**src/rtl/ldpc_3gpp_enc_waddr_gen_pkg.sv**
```systemverilog
// Shared types for the LDPC 3GPP encoder input-buffer write side.
package ldpc_3gpp_enc_waddr_gen_pkg;

    typedef enum logic [1:0] {
        IDLE = 2'd0,
        FILL = 2'd1,
        DONE = 2'd2
    } wstate_t;

    // Lane count word used by both buffer sides; sized for the widest supported word.
    localparam int cMAX_LOG2_DAT_W = 8;
    typedef logic [cMAX_LOG2_DAT_W:0] lane_cnt_t;

endpackage

```
**src/rtl/ldpc_3gpp_enc_waddr_gen_wpack.sv**
```systemverilog
// Lane accumulator: packs iused_dat_w-lane groups LSB first into one pDAT_W-lane word.
module ldpc_3gpp_enc_wpack
    import ldpc_3gpp_enc_waddr_gen_pkg::*;
#(
    parameter int pDAT_W      = 8,
    parameter int cLOG2_DAT_W = $clog2(pDAT_W)
) (
    input  logic                   iclk,
    input  logic                   ireset,
    input  logic                   iclkena,
    input  logic                   iclear,
    input  logic                   ival,
    input  logic [cLOG2_DAT_W:0]   iused_dat_w,
    input  logic [pDAT_W-1:0]      idat,
    output logic [pDAT_W-1:0]      oword,
    output logic                   ocomplete
);

    localparam logic [cLOG2_DAT_W+1:0] cDAT_W_L = (cLOG2_DAT_W+2)'(pDAT_W);

    logic [cLOG2_DAT_W:0]   pos_q, pos_d;
    logic [pDAT_W-1:0]      acc_q, acc_d;
    logic [cLOG2_DAT_W+1:0] sum_s;
    logic [pDAT_W-1:0]      mask_s;
    logic [pDAT_W-1:0]      word_s;
    logic                   complete_s;

    // Merge the current group into the accumulator and compute the next pointer.
    always_comb begin
        sum_s      = {1'b0, pos_q} + {1'b0, iused_dat_w};
        mask_s     = ({pDAT_W{1'b1}} >> (cDAT_W_L - {1'b0, iused_dat_w})) << pos_q;
        word_s     = (acc_q & ~mask_s) | ((idat << pos_q) & mask_s);
        complete_s = ival && (sum_s == cDAT_W_L);
        pos_d      = pos_q;
        acc_d      = acc_q;
        if (iclear) begin
            pos_d = '0;
            acc_d = '0;
        end else if (complete_s) begin
            pos_d = '0;
            acc_d = '0;
        end else if (ival) begin
            pos_d = sum_s[cLOG2_DAT_W:0];
            acc_d = word_s;
        end else begin
            pos_d = pos_q;
        end
    end

    // Pointer and accumulator registers.
    always_ff @(posedge iclk or negedge ireset) begin
        if (!ireset) begin
            pos_q <= '0;
            acc_q <= '0;
        end else if (iclkena) begin
            pos_q <= pos_d;
            acc_q <= acc_d;
        end
    end

    assign oword     = word_s;
    assign ocomplete = complete_s;

endmodule

```
**src/rtl/ldpc_3gpp_enc_waddr_gen.sv**
```systemverilog
// Encoder input-buffer write address/data generator.
// Optional macro LDPC_3GPP_ENC_WADDR_OVF_CHECK_EN enables the sticky oerr overflow flag.
module ldpc_3gpp_enc_waddr_gen
    import ldpc_3gpp_enc_waddr_gen_pkg::*;
#(
    parameter int pADDR_W        = 8,
    parameter int pDAT_W         = 8,
    parameter int pUSE_VAR_DAT_W = 0,
    parameter int cLOG2_DAT_W    = $clog2(pDAT_W)
) (
    input  logic                 iclk,
    input  logic                 ireset,
    input  logic                 iclkena,
    input  logic [cLOG2_DAT_W:0] iused_dat_w,
    input  logic [pADDR_W:0]     inum_words,
    input  logic                 iclear,
    input  logic                 ival,
    input  logic [pDAT_W-1:0]    idat,
    output logic [pADDR_W-1:0]   owaddr,
    output logic [pDAT_W-1:0]    owdat,
    output logic                 owrite,
    output logic                 owdone,
    output logic                 obusy,
    output logic                 oerr
);

    wstate_t              state_q, state_d;
    logic [pADDR_W-1:0]   word_cnt_q, word_cnt_d;
    logic [pADDR_W:0]     num_words_q, num_words_d;
    logic [pADDR_W-1:0]   owaddr_q, owaddr_d;
    logic [pDAT_W-1:0]    owdat_q, owdat_d;
    logic                 owrite_q, owrite_d;
    logic                 owdone_q, owdone_d;
    logic                 obusy_q, obusy_d;
    logic                 val_fill_s;
    logic                 last_s;
    logic [pDAT_W-1:0]    word_s;
    logic                 complete_s;

    assign val_fill_s = ival && !iclear && (state_q == FILL);
    assign last_s     = ({1'b0, word_cnt_q} == (num_words_q - (pADDR_W+1)'(1)));

    generate
        if (pUSE_VAR_DAT_W != 0) begin : g_var
            ldpc_3gpp_enc_wpack #(
                .pDAT_W      (pDAT_W),
                .cLOG2_DAT_W (cLOG2_DAT_W)
            ) u_wpack (
                .iclk        (iclk),
                .ireset      (ireset),
                .iclkena     (iclkena),
                .iclear      (iclear),
                .ival        (val_fill_s),
                .iused_dat_w (iused_dat_w),
                .idat        (idat),
                .oword       (word_s),
                .ocomplete   (complete_s)
            );
        end else begin : g_fix
            logic unused_used_s;
            assign unused_used_s = ^iused_dat_w;
            assign word_s        = idat;
            assign complete_s    = val_fill_s;
        end
    endgenerate

    // Next-state, word counter and write-port computation.
    always_comb begin
        state_d     = state_q;
        word_cnt_d  = word_cnt_q;
        num_words_d = num_words_q;
        owaddr_d    = owaddr_q;
        owdat_d     = owdat_q;
        owrite_d    = 1'b0;
        owdone_d    = 1'b0;
        case (state_q)
            IDLE: begin
                if (iclear) state_d = FILL;
                else        state_d = IDLE;
            end
            FILL: begin
                if (iclear)                    state_d = FILL;
                else if (complete_s && last_s) state_d = DONE;
                else                           state_d = FILL;
            end
            DONE: begin
                if (iclear) state_d = FILL;
                else        state_d = DONE;
            end
            default: state_d = IDLE;
        endcase
        if (iclear) begin
            word_cnt_d  = '0;
            num_words_d = inum_words;
            owaddr_d    = '0;
        end else if (complete_s) begin
            owrite_d   = 1'b1;
            owdone_d   = last_s;
            owdat_d    = word_s;
            owaddr_d   = word_cnt_q;
            word_cnt_d = word_cnt_q + pADDR_W'(1);
        end else begin
            owrite_d = 1'b0;
        end
        obusy_d = (state_d == FILL);
    end

    // State and output registers.
    always_ff @(posedge iclk or negedge ireset) begin
        if (!ireset) begin
            state_q     <= IDLE;
            word_cnt_q  <= '0;
            num_words_q <= '0;
            owaddr_q    <= '0;
            owdat_q     <= '0;
            owrite_q    <= 1'b0;
            owdone_q    <= 1'b0;
            obusy_q     <= 1'b0;
        end else if (iclkena) begin
            state_q     <= state_d;
            word_cnt_q  <= word_cnt_d;
            num_words_q <= num_words_d;
            owaddr_q    <= owaddr_d;
            owdat_q     <= owdat_d;
            owrite_q    <= owrite_d;
            owdone_q    <= owdone_d;
            obusy_q     <= obusy_d;
        end
    end

`ifdef LDPC_3GPP_ENC_WADDR_OVF_CHECK_EN
    logic oerr_q, oerr_d;

    // Sticky flag for data arriving outside a block.
    always_comb begin
        oerr_d = oerr_q;
        if (iclear)                          oerr_d = 1'b0;
        else if (ival && (state_q != FILL))  oerr_d = 1'b1;
        else                                 oerr_d = oerr_q;
    end

    // Overflow flag register.
    always_ff @(posedge iclk or negedge ireset) begin
        if (!ireset)      oerr_q <= 1'b0;
        else if (iclkena) oerr_q <= oerr_d;
    end

    assign oerr = oerr_q;
`else
    assign oerr = 1'b0;
`endif

    assign owaddr = owaddr_q;
    assign owdat  = owdat_q;
    assign owrite = owrite_q;
    assign owdone = owdone_q;
    assign obusy  = obusy_q;

endmodule

```
**config.mk**
```make
export PLATFORM = sky130hd
export DESIGN_NAME = ldpc_3gpp_enc_waddr_gen
export DESIGN_NICKNAME = d
export VERILOG_FILES = /design/src/rtl/ldpc_3gpp_enc_waddr_gen_pkg.sv /design/src/rtl/ldpc_3gpp_enc_waddr_gen_wpack.sv /design/src/rtl/ldpc_3gpp_enc_waddr_gen.sv
export SDC_FILE = /design/constraint.sdc
export NUM_CORES = 1
export LEC_CHECK = 0
export CAP_MARGIN = 20
export CORE_MARGIN = 4
export CORE_UTILIZATION = 44
export DETAILED_ROUTE_END_ITERATION = 10
export GPL_ROUTABILITY_DRIVEN = 1
export HOLD_SLACK_MARGIN = 0.03
export PLACE_DENSITY = 0.88
export SYNTH_ARGS = -nofsm -noshare
export SYNTH_HDL_FRONTEND = slang
export SYNTH_SLANG_ARGS = --single-unit
export TNS_END_PERCENT = 1
```
**constraint.sdc**
```tcl
create_clock -name iclk -period 1.67 [get_ports iclk]
set_input_delay 0.2505 -clock iclk [delete_from_list [all_inputs] [get_ports iclk]]
set_output_delay 0.2505 -clock iclk [all_outputs]
set_load 0.02 [all_outputs]
```
==> impl_metrics.yaml, run 1 <==
worst_hold_path:
  min_from: "owdat[0]"
  hold_class: "flop to flop"
setup_path:
  critPathBufInv: 2
  crit_type: "flop to flop"
  cp.required_ns: 1.85
  max_stage_delay_ns: 0.38
  crit_slowest_cell: "dfrtp_1"
  start_kind: "flop"
  crit_path_max_fanout: 4
  cp_data_arrival_time_ns: 1.78
  timing.critical_path.max_delay_family: "compound AO/OA/AOI/OAI gates"
  worstPathCellList: "inv_1 > ha_2 > buf_4 > xor2_1 > nor2_1 > a21oi_2 > a21oi_2 > a32o_1"
  critPathMostFrequentCell: "a21oi_2"
  rr_startpoint: "num_words_q[0]"
  crit_path_end_kind: "flop"
  critPathLaunch: "num_words_q[0]"
pwr:
  p_switching_uw: 664
  ir_worst_vdd_uv: 492
  power_density_nw_per_um2: 923
  switching_share_pct: 28.9
  p_leak_uw: 0.00112
  p_int_uw: 1630
  comb_power_share_pct: 24.6
  clock_power_share_pct: 28.5
  seq_power_share_pct: 46.9
sta:
  setup_violations: 0
  hold_violations: 0
  finClkSkew_ns: 0.00526
  timing.fmax_mhz: 626
  slew_violations: 0
  final.period_utilization_pct: 95.7
  finalCriticalPeriod_ns: 1.60
  worst_hold_slack_ns: 0.478
drt:
  viasPerCell: 5.23
  postRouteAntennaNets: 0
  drc_errors: 0
  first_iter_violations: 79
  drt-total-wl_um: 3880
  wl_per_cell_um: 14.0
  num_vias: 1448
  firstDrtPassIters: 4
floorplan:
  coreArea_um2: 3800
  ios: 46
  die_h_um: 72.0
  die_x_um: 72.0
  die_area_um2: 5180
  start_util_pct: 47.4
  rows: 22
grt:
  grt_pass1_vias: 1461
  grt_pass1_wl_um: 6480
  antenna_found_initial: 0
  track_usage_pct: 16.0
  grt_max_degree: 39
  grt.overflow.total: 0
clocking:
  cts.sinks: 38
  clkSlewWorstSetupHoldPaths_ns: 0.07
  cts_buffers: 5
  htreeDepth: 2
  clk_latency_ns: 0.29
  cts_root_buf: "clkbuf_8"
  cts_buffer_depth: 2
  cts_tree: "yes"
finish:
  layout-drive-gt1-share_pct: 19.7
  antenna_cells: 0
  layout.cells.non_filler: 277
  regArea_um2: 951
  area_growth_pct: 37.9
  multiInputGateArea_um2: 815
  nets: 256
  nFillCells: 328
run:
  cap_violations: 0
outcome:
  run_status: "finished clean"
synth:
  async_reset_ff_share_pct: 100
  synth.area.top_cells: "dfrtp_1, nand2_1, a22o_1"
  yosys_register_bits: 38
  syn-instance-count: 171
  yosysMostFrequentCell: "dfrtp_1"
  syn-cell-area_um2: 1800
  netlist.area_leader.share_pct: 52.8
  ys.flop_type: "dfrtp_1"
  yosysWarnings: 0
  synth_edf_count: 0
  yosysTopAreaCell: "dfrtp_1"
  yosysSeqAreaShare_pct: 52.8
  syn-num-nets: 199
  synthesis.area_per_instance_um2: 10.5
  ys_top_cells_by_count: "dfrtp_1, nand2_1, a22o_1, xor2_1"
  synth_cell_types: 41
placement:
  dpl.hpwl_um: 2820
  placedCellCount: 267
  port_buffers: 40
  gp_congestion: 0.784
-- power by group through the flow --
stage | combinational (µW) | sequential [µW] | clock (µW)
2_1_floorplan | 230 | 1140 | 0
3_3_place_gp | 529 | 1090 | 0
3_5_place_dp | 545 | 1090 | 0
4_1_cts | 555 | 1070 | 669
5_1_grt | 616 | 1090 | 709
6_report | 564 | 1080 | 653
-- per-stage QoR --
stage               instance area, µm²  TNS [ns]  power [µW]  setup WS [ns]  utilization (%)
floorplan                         1800         0        1370         0.0304                -
global placement                  2350    -0.532        1610         -0.142             62.0
detailed placement                2350    -0.830        1640         -0.177             62.0
CTS                               2460         0        2300         0.0166             64.9
global route                      2480  -0.00439        2410       -0.00439             65.4
finish                            2480         0        2290         0.0725             65.4
-- layer usage --
layer	up-vias	wire (µm)	track usage, %
li1	707	-	-
met1	702	1580	19.2
met2	33	2030	27.9
met3	6	196	3.74
met4	0	73	6.26
met5	-	0	0
-- sequential cells by signal (all words and copies together) (netlist names) --
signal / flops
owdone: 1
owdat: 8
owrite: 1
word_cnt_q: 8
num_words_q: 9
state_q: 2
owaddr: 8
obusy: 1
-- worst paths after layout --
path / slack [ns] / depth (start not counted) / to
max: 0.07 / 8 / owdone
min: 0.48 / 2 / owdat[0]
max reg2reg: 0.07 / 8 / owdone
min reg2reg: 0.48 / 2 / owdat[0]
max in group asynchronous: 0.82 / 3 / word_cnt_q[3]
min in group asynchronous: 0.53 / 3 / num_words_q[7]
-- what timing repair did --
action,4_1_cts,5_1_grt
setup buffers,0,1
endpoints found under the setup margin,1,4
gates resized for setup,1,5
hold buffers,1,0
hold endpoints to repair,38,0
pin swaps,0,3
-- cell type report --
type | count | share of cell area [%]
Clock buffer | 6 | 3.32
Clock inverter | 2 | 0.504
Inverter | 3 | 0.453
Multi-Input combinational cell | 121 | 32.8
Sequential cell | 38 | 38.3
Tap cell | 48 | 2.42
Timing Repair Buffer | 59 | 22.3
-- logic make-up (layout without fill, tap and decap cells) --
family                   Yosys count  count (layout)  share of synthesized area (%)
adder cells (fa/ha/maj)            2               2                           1.39
buffers and inverters             12              70                           2.99
other                              1               1                          0.208
multiplexers                       8               8                           4.93
AO/OA/AOI/OAI                     30              30                           12.0
AND/OR/NAND/NOR                   65              65                           18.4
flip-flops                        38              38                           52.8
XOR/XNOR                          15              15                           7.29
-- worst min-delay path: cells and delay by family, from the launching register on --
kind | cells | cell delay [ns]
and+or+nand+nor | 2 | 0.10
DFF | 1 | 0.35
-- placed cells by master, fill, tap and decap left out, types with 2 or more instances in the layout --
| master | count |
|---|---|
| inv_2 | 2 |
| a22o_1 | 9 |
| xnor2_1 | 6 |
| a32o_1 | 2 |
| mux2_2 | 7 |
| xor2_1 | 9 |
| nor3b_1 | 2 |
| buf_4 | 17 |
| and3_1 | 3 |
| nor2_1 | 7 |
| a21oi_2 | 2 |
| nor3_1 | 2 |
| clkdlybuf4s50_1 | 39 |
| nand4_1 | 4 |
| clkbuf_8 | 6 |
| dfrtp_1 | 38 |
| a31oi_1 | 4 |
| o21ai_0 | 6 |
| nand2_1 | 35 |
| nand3_1 | 2 |
No activity file was read; power rests on OpenSTA's default activity.
==> run 2: changes to the inputs <==
Settings changed: CTS_CLUSTER_SIZE set to 16, PLACE_DENSITY 0.88 to 0.76.
==> run 2 against run 1 <==
  * Core utilization increased by 0.56 points
  * Clock power decreased by 0.6%
  * Critical path depth unchanged
  * Hold slack improved by 0.0036 ns
  * Final cell count unchanged
  * Sequential power about the same
  * Highest routed layer unchanged
  * Cell area increased by 0.86%
  * Flip-flop and latch count unchanged
  * Register-to-register slack about the same
  * Wire length increased by 6.9%
  * Clock skew increased by 0.0016 ns
  * Fmax about the same
==> impl_metrics.yaml, run 2 (synthesized netlist as in run 1, its figures left out) <==
floorplan:
  rows: 22
  die_area_um2: 5180
  die_h_um: 72.0
  ios: 46
  coreArea_um2: 3800
  start_util_pct: 47.4
  die_x_um: 72.0
grt:
  grt_pass1_vias: 1525
  grt_max_degree: 39
  track_usage_pct: 17.1
  grt.overflow.total: 0
  antenna_found_initial: 0
  grt_pass1_wl_um: 6870
setup_path:
  crit_path_end_kind: "flop"
  crit_slowest_cell: "dfrtp_1"
  setup.worst_path.end: "obusy"
  rr_worst_depth: 8
  crit_path_max_fanout: 4
  cp_data_arrival_time_ns: 1.76
  rrSetupSlack_ns: 0.07
  worstReg2RegEnd: "obusy"
  critPathLaunch: "num_words_q[1]"
  rr_startpoint: "num_words_q[1]"
  max_stage_delay_ns: 0.40
  worstPathCellList: "inv_2 > ha_4 > buf_4 > nand2_1 > mux2i_1 > a21oi_1 > a21oi_2 > a31oi_1"
  crit_type: "flop to flop"
  cp.required_ns: 1.83
  start_kind: "flop"
clocking:
  htreeDepth: 2
  cts_tree: "yes"
  cts_buffers: 5
  clk_latency_ns: 0.29
  cts_buffer_depth: 2
  cts.sinks: 38
  cts_root_buf: "clkbuf_8"
  clkSlewWorstSetupHoldPaths_ns: 0.07
sta:
  hold_violations: 0
  timing.fmax_mhz: 626
  finClkSkew_ns: 0.00684
  final.period_utilization_pct: 95.7
  finalCriticalPeriod_ns: 1.60
  slew_violations: 0
  setup_violations: 0
  fin_tns_setup_ns: 0
placement:
  placedCellCount: 268
  gp_congestion: 0.815
  port_buffers: 40
  dpl.hpwl_um: 3070
finish:
  layout-drive-gt1-share_pct: 20.1
  final_cell_mix: "clkdlybuf4s50_1, dfrtp_1, nand2_1"
  antenna_cells: 0
  largest_reg_flops: 9
  regMostFlops: "num_words_q"
  layout_commonest_cell: "clkdlybuf4s50_1"
  nFillCells: 298
  area_growth_pct: 39.1
  layout.cells.non_filler: 277
  nets: 256
drt:
  firstDrtPassIters: 4
  drt-total-wl_um: 4150
  first_iter_violations: 83
  top_layer: "met4"
  postRouteAntennaNets: 0
  num_vias: 1474
  wl_per_cell_um: 15.0
  wl_met2_um: 2160
  viasPerCell: 5.32
  drc_errors: 0
  wl_met3_um: 237
  drt-met1-wl_um: 1700
pwr:
  power_density_nw_per_um2: 920
  ir_worst_vdd_uv: 632
  p_leak_uw: 0.00113
run:
  cap_violations: 0
outcome:
  run_status: "finished clean"
worst_hold_path:
  hold_class: "flop to flop"
==> run 2: changes by cell type in the layout (fill, tap and decap cells not counted), sizes merged <==
cell | before | now
clkbuf | 6 | 7
clkinvlp | 1 | 0
==> run 2: final cells by class <==
type / count / area (µm²) / share of cell area (%)
clock buffer: 7 / 86.3 / 3.44
clock inverter: 1 / 5.00 / 0.200
inverter: 3 / 11.3 / 0.449
multi-input combinational: 121 / 840 / 33.5
sequential: 38 / 951 / 37.9
tap: 48 / 60.1 / 2.40
timing repair buffer: 59 / 553 / 22.1
==> run 2: stage by stage <==
stage	util, %	hold WS (ns)	power (µW)	cell area, µm²	worst slack, ns
floorplan	-	-0.0451	1370	1800	0.0304
global placement	62.2	0.315	1620	2360	-0.128
detailed placement	62.2	0.335	1650	2360	-0.239
CTS	65.0	0.483	2310	2470	0.0104
global route	66.0	0.503	2430	2510	-0.00656
finish	66.0	0.481	2310	2510	0.0720
==> run 2: where the power goes <==
part	total, µW	switching, µW	internal [µW]
clock network	649	316	333
logic	578	279	299
registers	1080	74.4	1000
total	2310	670	1640
==> run 2: what timing repair did <==
| action | CTS | global route |
|---|---|---|
| buffers inserted | 0 | 1 |
| resized for setup | 1 | 9 |
| setup endpoints to repair | 4 | 4 |
| hold buffers | 1 | 0 |
| gates cloned | 0 | 0 |
| pin swaps | 0 | 8 |
| hold endpoints to repair | 38 | 0 |
==> run 2: worst min-delay path by stage <==
stage	to	slack, ns	cells after the start	start
final	owdat[5]	0.48	2	owdat[5]
after global routing	owdat[0]	0.50	3	idat[0]
after CTS	owdat[0]	0.48	3	idat[0]
after detailed placement	owaddr[0]	0.34	2	ireset
after global placement	owaddr[2]	0.32	2	ireset
after floorplan	num_words_q[0]	-0.05	0	ireset
==> run 2: layer usage <==
metal | up-vias | GRT usage (%)
met5 | - | 0
met4 | 0 | 7.10
li1 | 708 | -
met2 | 40 | 29.6
met1 | 720 | 19.6
met3 | 6 | 5.40
==> run 2: critical path: cells and delay by family, from the launching register on <==
kind / cells / cell delay, ns
AO/OA/AOI/OAI: 3 / 0.47
AND/OR/NAND/NOR: 1 / 0.06
adder cells (fa/ha/maj): 1 / 0.14
buffers and inverters: 2 / 0.22
flip-flops: 1 / 0.40
multiplexers: 1 / 0.16
